--- src/rtl/writeback_regfile.sv ---
// writeback_regfile: 16-entry register file with the writeback-stage source
// mux, same-cycle write bypass on both read ports, and a pending-write
// scoreboard that holds the decode stage on RAW and WAW hazards.
module writeback_regfile #(
    parameter int DATA_WIDTH = 16,
    parameter int NUM_REGS   = 16
) (
    input  logic                  clk,
    input  logic                  reset,
    input  logic                  wre_writeback,
    input  logic                  select_writeback_data_mux_writeback,
    input  logic [3:0]            rd_writeback,
    input  logic [DATA_WIDTH-1:0] data_memory_writeback,
    input  logic [DATA_WIDTH-1:0] calc_data_writeback,
    input  logic                  issue_valid,
    input  logic                  issue_wre,
    input  logic [3:0]            issue_rd,
    input  logic [3:0]            rs1,
    input  logic [3:0]            rs2,
    output logic [DATA_WIDTH-1:0] rs1_data,
    output logic [DATA_WIDTH-1:0] rs2_data,
    output logic [DATA_WIDTH-1:0] writeback_data,
    output logic                  stall,
    output logic [4:0]            pending_count
);

    logic [DATA_WIDTH-1:0] regs_q [NUM_REGS];
    logic [NUM_REGS-1:0]   pending_q, pending_d;
    logic [4:0]            pending_count_q, pending_count_d;

    logic                  wb_en;
    logic [NUM_REGS-1:0]   clear_vec, set_vec;
    logic                  rs1_hazard, rs2_hazard, waw_hazard;

    // A write to R0 is a no-op everywhere: data, bypass and scoreboard.
    assign wb_en = wre_writeback && (rd_writeback != 4'd0);

    // Writeback source mux: load data or ALU result.
    assign writeback_data = select_writeback_data_mux_writeback ? data_memory_writeback
                                                                 : calc_data_writeback;

    // Read ports: R0 hardwired to zero, then bypass, then the array.
    always_comb begin
        // NOTE: every output gets a default first so no path can infer a latch.
        rs1_data = regs_q[rs1];
        rs2_data = regs_q[rs2];
        if (wb_en && (rd_writeback == rs1)) rs1_data = writeback_data;
        if (wb_en && (rd_writeback == rs2)) rs2_data = writeback_data;
        if (rs1 == 4'd0) rs1_data = '0;
        if (rs2 == 4'd0) rs2_data = '0;
    end

    // Hazard detection: a pending bit being cleared this cycle no longer blocks.
    always_comb begin
        rs1_hazard = (rs1 != 4'd0) && pending_q[rs1] && !(wb_en && (rd_writeback == rs1));
        rs2_hazard = (rs2 != 4'd0) && pending_q[rs2] && !(wb_en && (rd_writeback == rs2));
        waw_hazard = issue_wre && (issue_rd != 4'd0) && pending_q[issue_rd]
                     && !(wb_en && (rd_writeback == issue_rd));
        stall      = issue_valid && (rs1_hazard || rs2_hazard || waw_hazard);
    end

    // Scoreboard next state: clear on writeback, set on accepted issue; set wins.
    always_comb begin
        clear_vec = '0;
        set_vec   = '0;
        if (wb_en) clear_vec[rd_writeback] = 1'b1;
        if (issue_valid && issue_wre && (issue_rd != 4'd0) && !stall) set_vec[issue_rd] = 1'b1;
        pending_d = (pending_q & ~clear_vec) | set_vec;
        pending_count_d = '0;
        for (int i = 1; i < NUM_REGS; i++) begin
            pending_count_d = pending_count_d + {4'd0, pending_d[i]};
        end
    end

    // Scoreboard and its population count, cleared asynchronously.
    always_ff @(posedge clk or negedge reset) begin
        // NOTE: state is assigned with <= so all flops sample the same pre-edge values.
        if (!reset) begin
            pending_q       <= '0;
            pending_count_q <= '0;
        end else begin
            pending_q       <= pending_d;
            pending_count_q <= pending_count_d;
        end
    end

    // Register array write port.
    always_ff @(posedge clk or negedge reset) begin
        // NOTE: the array is reset because architectural state must read 0 after reset.
        if (!reset) begin
            for (int i = 0; i < NUM_REGS; i++) regs_q[i] <= '0;
        end else if (wb_en) begin
            regs_q[rd_writeback] <= writeback_data;
        end
    end

    assign pending_count = pending_count_q;

endmodule

--- config.mk ---
export PLATFORM = sky130hd
export DESIGN_NAME = writeback_regfile
export DESIGN_NICKNAME = d
export VERILOG_FILES = /design/src/rtl/writeback_regfile.sv
export SDC_FILE = /design/constraint.sdc
export NUM_CORES = 1
export LEC_CHECK = 0
export CAP_MARGIN = 40
export CORE_MARGIN = 10
export CORE_UTILIZATION = 40
export DETAILED_ROUTE_END_ITERATION = 16
export PLACE_DENSITY = 0.66
export SYNTH_ARGS = -nofsm -noshare
export SYNTH_HDL_FRONTEND = slang
export SYNTH_SLANG_ARGS = --single-unit
--- constraint.sdc ---
create_clock -name clk -period 5.9 [get_ports clk]
set_input_delay 0.885 -clock clk [delete_from_list [all_inputs] [get_ports clk]]
set_output_delay 0.885 -clock clk [all_outputs]
set_load 0.02 [all_outputs]
Word level (Yosys, flattened, before mapping)
Index checks and enable logic that the tools add are counted.
{ "op_classes": {"add_sub_neg": 14, "magnitude_cmp": 10, "n_eq_ne": 3, "mux": 26, "bitwise": 6, "reduce_logical": 30} }
{ "ops": {"columns": ["op", "count"], "rows": [
  ["$bwmux W256", 1],
  ["$mux W16", 12],
  ["$bmux W16 S4", 2],
  ["$demux W16 S4", 1],
  ["$add A5 B1 Y5", 10],
  ["$lt A4 B5 Y1 const B", 4],
  ["$logic_and A1 B1 Y1", 18],
  ["$and A16 B16 Y16", 1],
  ["$not A16 Y16", 1],
  ["$or A16 B16 Y16", 1],
  ["$reduce_bool A4 Y1", 4],
  ["$ge A5 B5 Y1 const B", 3],
  ["$not A4 Y5", 3],
  ["$bmux W1 S4", 3],
  ["$eq A4 B4 Y1", 3],
  ["$demux W1 S4", 2],
  ["$ge A4 B1 Y1 const B", 2],
  ["$logic_not A4 Y1", 2],
  ["$add A4 B1 Y5", 1],
  ["$lt A5 B1 Y1 const B", 1],
  ["$mux W1", 5],
  ["$add A3 B1 Y4", 1],
  ["$logic_not A1 Y1", 4],
  ["$add A2 B1 Y3", 1],
  ["2 further kinds", 3]
]} }
{ "word_totals": {"reg_bits": 277, "inputBits": 54, "output_inout_bits": 54, "elab_cells": 107} }

Logic depth before layout (Yosys ltp)
Gate-level depths: netlist of the first run.
{ "depth": {"word_depth": 26, "mapped_depth": 19} }

Least setup slack after synthesis of the first run
No wires, ideal clock.
{ "synth_timing": {"path_type": "input-to-reg", "from": "input port issue_rd[0]", "to": "register pending_count_q[2] (netlist: pending_count[2])", "setup_time_ns": 0.122, "arrival_ns": 5.434, "required_time_ns": 5.778, "path_slack_ns": 0.344, "cell_stages": 16, "path_buffers": 2, "path_cell_list": "buf_2 > mux4_2 > a22oi_1 > nand2_1 > a32o_1 > buf_2 > o31ai_1 > fa_1 > inv_1 > fa_1 > fa_1 > fa_1 > inv_1 > fa_1 > fa_1 > xor2_1"} }
{ "synth_rtl": {"columns": ["item", "line", "rtl"], "rows": [
  ["from (decl)", "17", "input logic [3:0] issue_rd,"],
  ["$bmux W1 S4, or another cell as far along", "57", "waw_hazard = issue_wre && (issue_rd != 4'd0) && pending_q[issue_rd]"],
  ["$mux W1 (not written as such), or another cell as far along", "57", null],
  ["$logic_and A1 B1 Y1 / $logic_not A1 Y1 (equally long branches)", "57, 58", null],
  ["$logic_and A1 B1 Y1", "58", "&& !(wb_en && (rd_writeback == issue_rd));"],
  ["$logic_or A1 B1 Y1", "59", "stall = issue_valid && (rs1_hazard || rs2_hazard || waw_hazard);"],
  ["$logic_and A1 B1 Y1", "59", null],
  ["$logic_not A1 Y1", "67", "if (issue_valid && issue_wre && (issue_rd != 4'd0) && !stall) set_vec[issue_rd] = 1'b1;"],
  ["$logic_and A1 B1 Y1", "67", null],
  ["$mux W16 *", "67", null],
  ["$or A16 B16 Y16 *", "68", "pending_d = (pending_q & ~clear_vec) | set_vec;"],
  ["via pending_d[4]", "28", "logic [NUM_REGS-1:0] pending_q, pending_d;"],
  ["$add A3 B1 Y4 *", "71", "pending_count_d = pending_count_d + {4'd0, pending_d[i]};"],
  ["$add A4 B1 Y5 *", "71", null],
  ["$add A5 B1 Y5 * (10 in series)", "71", null],
  ["via pending_count_d[2]", "29", "logic [4:0] pending_count_q, pending_count_d;"],
  ["to (signal assigned)", "83", "pending_count_q <= pending_count_d;"],
  ["to (decl)", "29", null]
]} }
Mark *: on every way through the listed nets, which the timed path passes. The rest lies on a longest branch. The select of a mux whose other input is x is not followed.
A chain may end at the register's enable or synchronous reset.

Worst setup path in the final report of the first run
{ "layout_timing": {"from": "input port issue_rd[0]", "to": "register pending_count_q[2] (netlist: pending_count[2])"} }
{ "layout_between": {"elab_chain_cells": 24} }
{ "layout_lines": {"columns": ["item", "line"], "rows": [
  ["$bmux W1 S4, or another cell as far along", "57"],
  ["$mux W1 (not written as such), or another cell as far along", "57"],
  ["$logic_and A1 B1 Y1 / $logic_not A1 Y1 (equally long branches)", "57, 58"],
  ["$logic_and A1 B1 Y1", "58"],
  ["$logic_or A1 B1 Y1", "59"],
  ["$logic_and A1 B1 Y1", "59"],
  ["$logic_not A1 Y1", "67"],
  ["$logic_and A1 B1 Y1", "67"],
  ["$mux W16 *", "67"],
  ["$or A16 B16 Y16 *", "68"],
  ["via pending_d[1]", "28"],
  ["$add A1 B1 Y2 *", "71"],
  ["$add A2 B1 Y3 *", "71"],
  ["$add A3 B1 Y4 *", "71"],
  ["$add A4 B1 Y5 *", "71"],
  ["$add A5 B1 Y5 * (10 in series)", "71"],
  ["via pending_count_d[2]", "29"]
]} }
Marked as above.

==> flow_summary.yaml, run 1 <==
clock_network:
  cts_resized: 0
  htree_levels: 1
  ctsHoldBuffers: 0
  cts_setup_buffers: 0
  cts_made_buffers: 29
  clock-root-buffer: "clkbuf_16"
  cts_buffer_depth: 3
  cts_tree: "built"
  cts_sinks: 276
  clk_pin_slew_worst_paths_ns: 0.06
  clk_latency_ns: 0.56
sta:
  rsz0062_at_grt: "no"
  fmax_mhz: 178
  whs_ns: 0.393
  setup_viol: 0
  slew_violations: 0
  period_minus_slack_ns: 5.61
  tightest_slew_ns: 0.913
  post-route-period-util: 0.951
  hold_violations: 0
  relSlewSlack: 0.391
  finClkSkew_ns: 0.00672
place:
  dpl.cell_count: 1878
  port_buffers: 106
  dpl.hpwl_um: 28200
  place.gp.congestion: 0.940
routing:
  firstDrtPassIters: 5
  viasPerCell: 5.89
  drtAntennaViolNets: 0
  finalWirelength_um: 44900
  drt_iter0_drc: 1213
  vias: 11400
  detail_route.wl_per_cell_um: 23.3
  drcViolationCount: 0
synthesis:
  synthSimpleGateAreaFrac: 0.0960
  synth_area_leaders: "dfrtp_1 45%, mux4_2 22%, a21oi_1 5.7%"
  synth_mux_area_frac: 0.278
  synth-edff-count: 0
  netlist_area_um2: 15500
  yosys_warnings: 0
  yosysUniqueCellTypes: 49
  async_reset_ff_frac: 1.00
  synthFlopType: "dfrtp_1"
  avgSynthCellArea_um2: 11.6
  synth-seq-cells: 276
  synth_compound_area_frac: 0.102
  netlist.area_leader.share: 0.446
  yosysTopAreaCell: "dfrtp_1"
  synth_seq_area_share: 0.446
  synthesis.nets: 1397
  synth_top_family_by_area: "multiplexers"
  synth_adder_area_share: 0.0146
  synth_xor_area_frac: 0.00736
  synthCells: 1331
power_and_ir_drop:
  sw_frac_of_total: 0.316
  power_switching_mw: 2.07
  p_comb_frac: 0.311
  leakagePower_nw: 7.53
  clkPwrFrac: 0.283
  ir_drop_uv: 237
  finalPower_mw: 6.55
  sequentialPowerShare: 0.407
  power_density_nw_per_um2: 363
  intPower_mw: 4.48
global_routing:
  grt_pass1_wl_um: 69600
  grt_pass1_vias: 11500
  grt.total_usage: 0.189
  antenna_found_initial: 0
  grt-ovfl-total: 0
  grt_max_degree: 159
critical_path:
  worstPathArrival_ns: 6.05
  path_cells: "clkdlybuf4s50_1 -> buf_4 -> mux4_2 -> a22oi_1 -> nand2_1 -> a32o_1 -> o31ai_1 -> fa_1 -> inv_1 -> fa_1 -> fa_1 -> fa_1 -> inv_1 -> fa_1 -> fa_1 -> xor2_1"
  slowest_delay_ns: 0.50
  worstSetupStartpointType: "input pin"
  cp_max_fo: 7
  crit_buf_inv: 4
  path_class: "in -> reg"
  crit_slowest_cell: "mux4_2"
  end_kind: "flip-flop"
  cp.required_ns: 6.34
  critPathTopFamily: "adder cells"
  crit_path_frequent_cell: "fa_1"
run_status:
  status: "complete, no violations"
die:
  die_area_um2: 47000
  start_util: 0.408
  die_w_um: 217
  boundaryPins: 108
  coreArea_um2: 37900
  die_h_um: 217
  num_rows: 71
finish:
  final_cells: 1927
  final_util: 0.476
  n_antenna_cell: 0
  syn_to_final_growth_pct: 16.6
  final_layout_size_suffix_gt1_frac: 0.209
  nets: 1464
  n_fill_cell: 3396
worst_hold_path:
  min_path_type: "in -> async"
run:
  timing.max_cap.violations: 0
layer usage:
metal | GRT usage | wire length [um] | vias to the layer above
met5 | 0 | 0 | -
met4 | 0.0741 | 1620 | 0
met3 | 0.0308 | 3370 | 92
met2 | 0.316 | 22300 | 499
met1 | 0.244 | 17600 | 5783
li1 | - | - | 4976
synthesized netlist by cell type, types with 3 or more instances:
cell type and number:
mux2i_1 36, nor2_1 204, nand4_1 17, or3_1 3, xnor2_1 10, o31a_1 4
o31ai_1 14, inv_1 28, buf_2 23, nor2b_1 7, mux4_1 20, fa_1 10
o21ai_0 80, nor3_1 17, clkbuf_1 97, buf_6 7, nand2_1 87, dfrtp_1 276
nand2b_1 5, buf_4 10, xor2_1 3, a21oi_1 176, o21ai_1 10, buf_12 4
mux4_2 151
stage by stage:
step	setup WS, ns	area [um^2]	setup TNS, ns
2_1_floorplan	0.344	15500	0
5_1_grt	0.0287	18000	0
4_1_cts	0.323	18000	0
3_5_place_dp	-0.237	17100	-0.385
6_report	0.289	18000	0
3_3_place_gp	-0.205	17000	-0.312
cells by family after synthesis:
group	Yosys count
AO/OA/AOI/OAI	296
buffers and inverters	174
AND/OR/NAND/NOR	351
other	1
multiplexers	208
adder cells (fa/ha/maj)	12
flip-flops	276
XOR/XNOR	13
cell usage in the layout (no fill, tap or decap), drive strengths merged, types with 3 or more instances in the layout:
cell type,instances
fa,10
or3,3
inv,29
nor3,18
clkdlybuf4s50,99
o31ai,14
mux4,171
mux2i,36
nor2,204
o21ai,90
a21oi,176
nand2b,5
nand4,17
xnor2,10
clkinv,5
o31a,4
dfrtp,276
xor2,3
nand2,87
clkbuf,39
buf,83
bufinv,3
nor2b,7
worst paths after layout:
path                       slack [ns]     startpoint  cells after the start                to
max                              0.29    issue_rd[0]                     16  pending_count[2]
min                              0.39          reset                      1       regs_q[171]
max reg2reg                      0.72  pending_q[14]                     14  pending_count[2]
min reg2reg                      0.39    regs_q[243]                      0       regs_q[243]
max in group asynchronous        4.13          reset                      2  pending_count[3]
min in group clk                 0.39    regs_q[243]                      0       regs_q[243]
flip-flops by register name, indices dropped and copies added (netlist names):
| signal | cells |
|---|---|
| pending_count | 4 |
| pending_q | 16 |
| regs_q | 256 |
area by class of cell:
class | count | area, um^2 | share of cell area
inverters | 28 | 105 | 0.00582
repair buffers | 182 | 1690 | 0.0935
well taps | 511 | 639 | 0.0354
multi-input cells | 881 | 7750 | 0.430
clock buffers | 39 | 813 | 0.0451
clock inverters | 10 | 143 | 0.00790
flip-flops and latches | 276 | 6910 | 0.383
power by group through the flow:
stage	Combinational, mW	Sequential, mW	Clock [mW]
after floorplan	1.44	2.57	0
after global placement	1.99	2.64	0
after detailed placement	2.05	2.68	0
after CTS	2.06	2.65	1.88
after global routing	2.25	2.72	1.96
final	2.03	2.66	1.85
(Power assumes the default switching activity.)
==> run 2: changes to the inputs <==
--- a/config.mk
+++ b/config.mk
@@ -5,6 +5,7 @@
 export SDC_FILE = /design/constraint.sdc
 export NUM_CORES = 1
 export LEC_CHECK = 0
+export ABC_CLOCK_PERIOD_IN_PS = 5900
 export CAP_MARGIN = 40
 export CORE_MARGIN = 10
 export CORE_UTILIZATION = 40
==> results of run 2 <==
Final layout, timing and power as in run 1 (identical DEF).
==> run 3: changes to the inputs <==
--- a/config.mk
+++ b/config.mk
@@ -10,7 +10,8 @@
 export CORE_MARGIN = 10
 export CORE_UTILIZATION = 40
 export DETAILED_ROUTE_END_ITERATION = 16
-export PLACE_DENSITY = 0.66
+export GPL_ROUTABILITY_DRIVEN = 0
+export PLACE_DENSITY = 0.62
 export SYNTH_ARGS = -nofsm -noshare
 export SYNTH_HDL_FRONTEND = slang
 export SYNTH_SLANG_ARGS = --single-unit
==> run 3 against run 2 <==
  * Clock power is essentially flat
  * Final area is essentially flat
  * Fmax shrank 0.99%
  * Critical path type unchanged
==> flow_summary.yaml, run 3 (synthesized netlist as in run 1, its figures left out) <==
run_status:
  status: "complete, no violations"
global_routing:
  grt.total_usage: 0.195
  antenna_found_initial: 0
  grt_max_degree: 120
  grt_pass1_wl_um: 71500
  grt-ovfl-total: 0
  grt_pass1_vias: 11600
power_and_ir_drop:
  finalPower_mw: 6.54
  leakagePower_nw: 7.53
  ir_drop_uv: 190
  power_switching_mw: 2.08
  clkPwrFrac: 0.278
  sw_frac_of_total: 0.318
  p_comb_frac: 0.315
  intPower_mw: 4.46
  power_density_nw_per_um2: 363
  sequentialPowerShare: 0.407
die:
  die_h_um: 217
  die_area_um2: 47000
  coreArea_um2: 37900
  die_w_um: 217
  boundaryPins: 108
  num_rows: 71
  start_util: 0.408
clock_network:
  ctsHoldBuffers: 0
  cts_tree: "built"
  cts_resized: 0
  cts_setup_buffers: 0
  clock-root-buffer: "clkbuf_16"
  cts_buffer_depth: 3
  cts_sinks: 276
  cts_made_buffers: 29
  clk_pin_slew_worst_paths_ns: 0.06
  htree_levels: 1
  clk_latency_ns: 0.55
routing:
  finalWirelength_um: 46300
  vias: 11400
  detail_route.wl_per_cell_um: 24.0
  drt_iter0_drc: 1114
  drtAntennaViolNets: 0
  drcViolationCount: 0
  firstDrtPassIters: 5
  viasPerCell: 5.88
sta:
  tightest_slew_ns: 0.980
  final.setup.worst_slack_ns: 0.233
  whs_ns: 0.375
  slew_violations: 0
  rsz0062_at_grt: "no"
  finClkSkew_ns: 0.00428
  setup_viol: 0
  post-route-period-util: 0.961
  fmax_mhz: 176
  relSlewSlack: 0.347
  final.setup.tns_ns: 0
  period_minus_slack_ns: 5.67
  hold_violations: 0
finish:
  n_antenna_cell: 0
  top_register: "regs_q"
  largest_reg_flops: 256
  nets: 1469
  final_layout_size_suffix_gt1_frac: 0.210
  final_cells: 1933
  syn_to_final_growth_pct: 16.5
  n_fill_cell: 3380
  layout_commonest_cell: "dfrtp_1"
  layout_common_cells: "276 x dfrtp_1, 195 x nor2_1, 176 x a21oi_1"
critical_path:
  end_kind: "flip-flop"
  cp_max_fo: 7
  cp.required_ns: 6.34
  worstPathArrival_ns: 6.11
  worstSetupStartpointType: "input pin"
  crit_slowest_cell: "mux4_2"
  critPathLaunch: "issue_rd[0]"
  crit_path_frequent_cell: "fa_1"
  path_class: "in -> reg"
  path_cells: "clkdlybuf4s50_1 -> buf_4 -> mux4_2 -> a22oi_1 -> nand2_1 -> a32o_1 -> o31ai_1 -> fa_1 -> inv_1 -> fa_1 -> fa_1 -> fa_1 -> inv_1 -> fa_1 -> fa_1 -> xor2_1"
  r2r_start: "pending_q[11]"
  slowest_delay_ns: 0.50
place:
  dpl.hpwl_um: 29100
  dpl.cell_count: 1883
  pre_cts_slack_ns: -0.300
  port_buffers: 106
run:
  timing.max_cap.violations: 0
worst_hold_path:
  min_path_type: "in -> async"
## run 3: final timing paths
kind / to / slack, ns / cells past startpoint
worst max-delay path: pending_count[2] / 0.23 / 16
worst min-delay path: regs_q[203] / 0.37 / 1
max in group asynchronous: regs_q[14] / 4.21 / 2
worst min register to register: regs_q[243] / 0.39 / 0
worst max register to register: pending_count[2] / 0.72 / 14
min in group clk: regs_q[243] / 0.39 / 0
## run 3: per-layer routing
layer	vias up	GRT usage	routed length, um	share of wire
li1	4987	-	-	-
met1	5851	0.253	18900	0.41
met2	440	0.330	23000	0.50
met3	93	0.0277	2960	0.064
met4	0	0.0704	1490	0.032
met5	-	0	0	0
## run 3: power groups by stage
| stage | logic (mW) | clock network [mW] | registers (mW) |
|---|---|---|---|
| global placement | 2.01 | 0 | 2.64 |
| global route | 2.27 | 1.92 | 2.71 |
| CTS | 2.08 | 1.85 | 2.65 |
| floorplan | 1.44 | 0 | 2.57 |
| finish | 2.06 | 1.82 | 2.66 |
| detailed placement | 2.07 | 0 | 2.67 |
## run 3: area by class of cell
type                            count  area (um^2)  area share
Clock buffer                       44          842      0.0467
Clock inverter                      6         97.6     0.00541
Inverter                           28          105     0.00583
Multi-Input combinational cell    881         7750       0.430
Sequential cell                   276         6910       0.383
Tap cell                          511          639      0.0354
Timing Repair Buffer              187         1690      0.0938
## run 3: worst max-delay path, delay by kind of cell
kind | cells | cell delay, ns
mux | 1 | 0.50
simple gates | 1 | 0.09
xor+xnor | 1 | 0.15
compound gates | 3 | 0.98
buf+inv | 4 | 0.74
fa+ha+maj | 6 | 2.76
## run 3: metrics by stage
| step | utilization | instance area (um^2) |
|---|---|---|
| floorplan | - | 15500 |
| global placement | 0.449 | 17000 |
| detailed placement | 0.451 | 17100 |
| CTS | 0.475 | 18000 |
| global route | 0.475 | 18000 |
| finish | 0.475 | 18000 |
==> patch (flow settings as in run 2) <==
`pending_q` no longer has a reset.
--- a/src/rtl/writeback_regfile.sv
+++ b/src/rtl/writeback_regfile.sv
@@ -77,10 +77,12 @@
         // NOTE: state is assigned with <= so all flops sample the same pre-edge values.
         if (!reset) begin
-            pending_q       <= '0;
             pending_count_q <= '0;
         end else begin
-            pending_q       <= pending_d;
             pending_count_q <= pending_count_d;
         end
+    end
+
+    always_ff @(posedge clk) begin
+        pending_q <= pending_d;
     end
 
Check against the original RTL: not equivalent (Yosys sat finds a counterexample within 4 cycles, from zero or initial values and one cycle with reset low).
==> patch against run 2 <==
  * Fmax decreased by 2.4%
  * Worst setup slack lost 0.14 ns
  * Clock skew fell by 0.00059 ns
  * Critical path depth did not move
  * Final area fell by 0.17%
  * Power up 1.1%
  * Routed wire length up 0.83%
  * Highest routed layer unchanged
  * Critical endpoint unchanged
  * Non-clock buffer count is the same
  * Synthesized area down 0.52%
  * Sequential cell count did not move
==> patch: results (changes against run 2) <==
stage;metric;value;unit;change
place;final RePlAce weighted congestion;0.960;;+2.2%
global_routing;largest net degree at the start of global routing;139;;-13%
layout;# fillers;3355;;-1.2%
sta;worst hold margin;0.394;ns;+0.00121 ns
min_path;worst min path class;register to register;;
sta;clk_skew;0.00612;ns;-0.000591 ns
detailed_routing;vias;11307;;-0.38%
detailed_routing;Post-Route WL;45.3;mm;+0.83%
global_routing;Total Routing Usage GR;19.1;%;+0.17 points
synthesis;Netlist cell types;50;;+2.0%
synthesis;ranking of synthesized cells by area;dfrtp_1, mux4_2, a21oi_1;;
synthesis;Synth async-reset ratio;94.2;%;-5.8 points
setup_path;R2R Path Start;pending_q[14];;
global_routing;first-pass GRT wire length;70.0;mm;+0.51%
pwr;Switch Pwr;2.13;mW;+2.7%
place;pre-CTS setup slack;-0.277;ns;-0.0400 ns
run_status;outcome;finished, final reports clean;;
pwr;clock-net power;1.90;mW;+3%
global_routing;met1 Use GR;24.1;%;-0.33 points
global_routing;met2 Track Usage GR;32.2;%;+0.67 points
synthesis;Commonest cells post-synth;dfrtp_1, nor2_1, a21oi_1;;
pwr;internal power;4.49;mW;+0.37%
setup_path;CP arrival;6.20;ns;+0.15 ns
layout;Layout Cells excl Fill;1931;;+0.21%
sta;fmax;0.174;GHz;-2.4%
## patch: kinds of logic (layout without fill, tap and decap cells)
group / count (synthesis) / after routing / synth area share (%)
simple gates: 351 / 351 / 9.65
compound gates: 296 / 296 / 10.3
flops: 276 / 276 / 44.3
mux: 208 / 208 / 27.9
buf+inv: 174 / 263 / 5.57
xor+xnor: 13 / 13 / 0.740
fa+ha+maj: 12 / 12 / 1.46
other cells: 1 / 1 / 0.0244
## patch: routing by layer
metal	share of wire, %	wire length [um]
met3	7.0	3160
met5	0	0
met1	40	17900
met2	50	22600
met4	3.5	1580
## patch: cell type report
class,count,area (sq um),share of cell area [%]
timing repair buffer,182,1690,9.36
sequential,276,6830,37.9
inverter,28,105,0.583
clock buffer,35,798,4.43
tap,511,639,3.55
multi-input combinational,881,7760,43.1
clock inverter,18,201,1.12
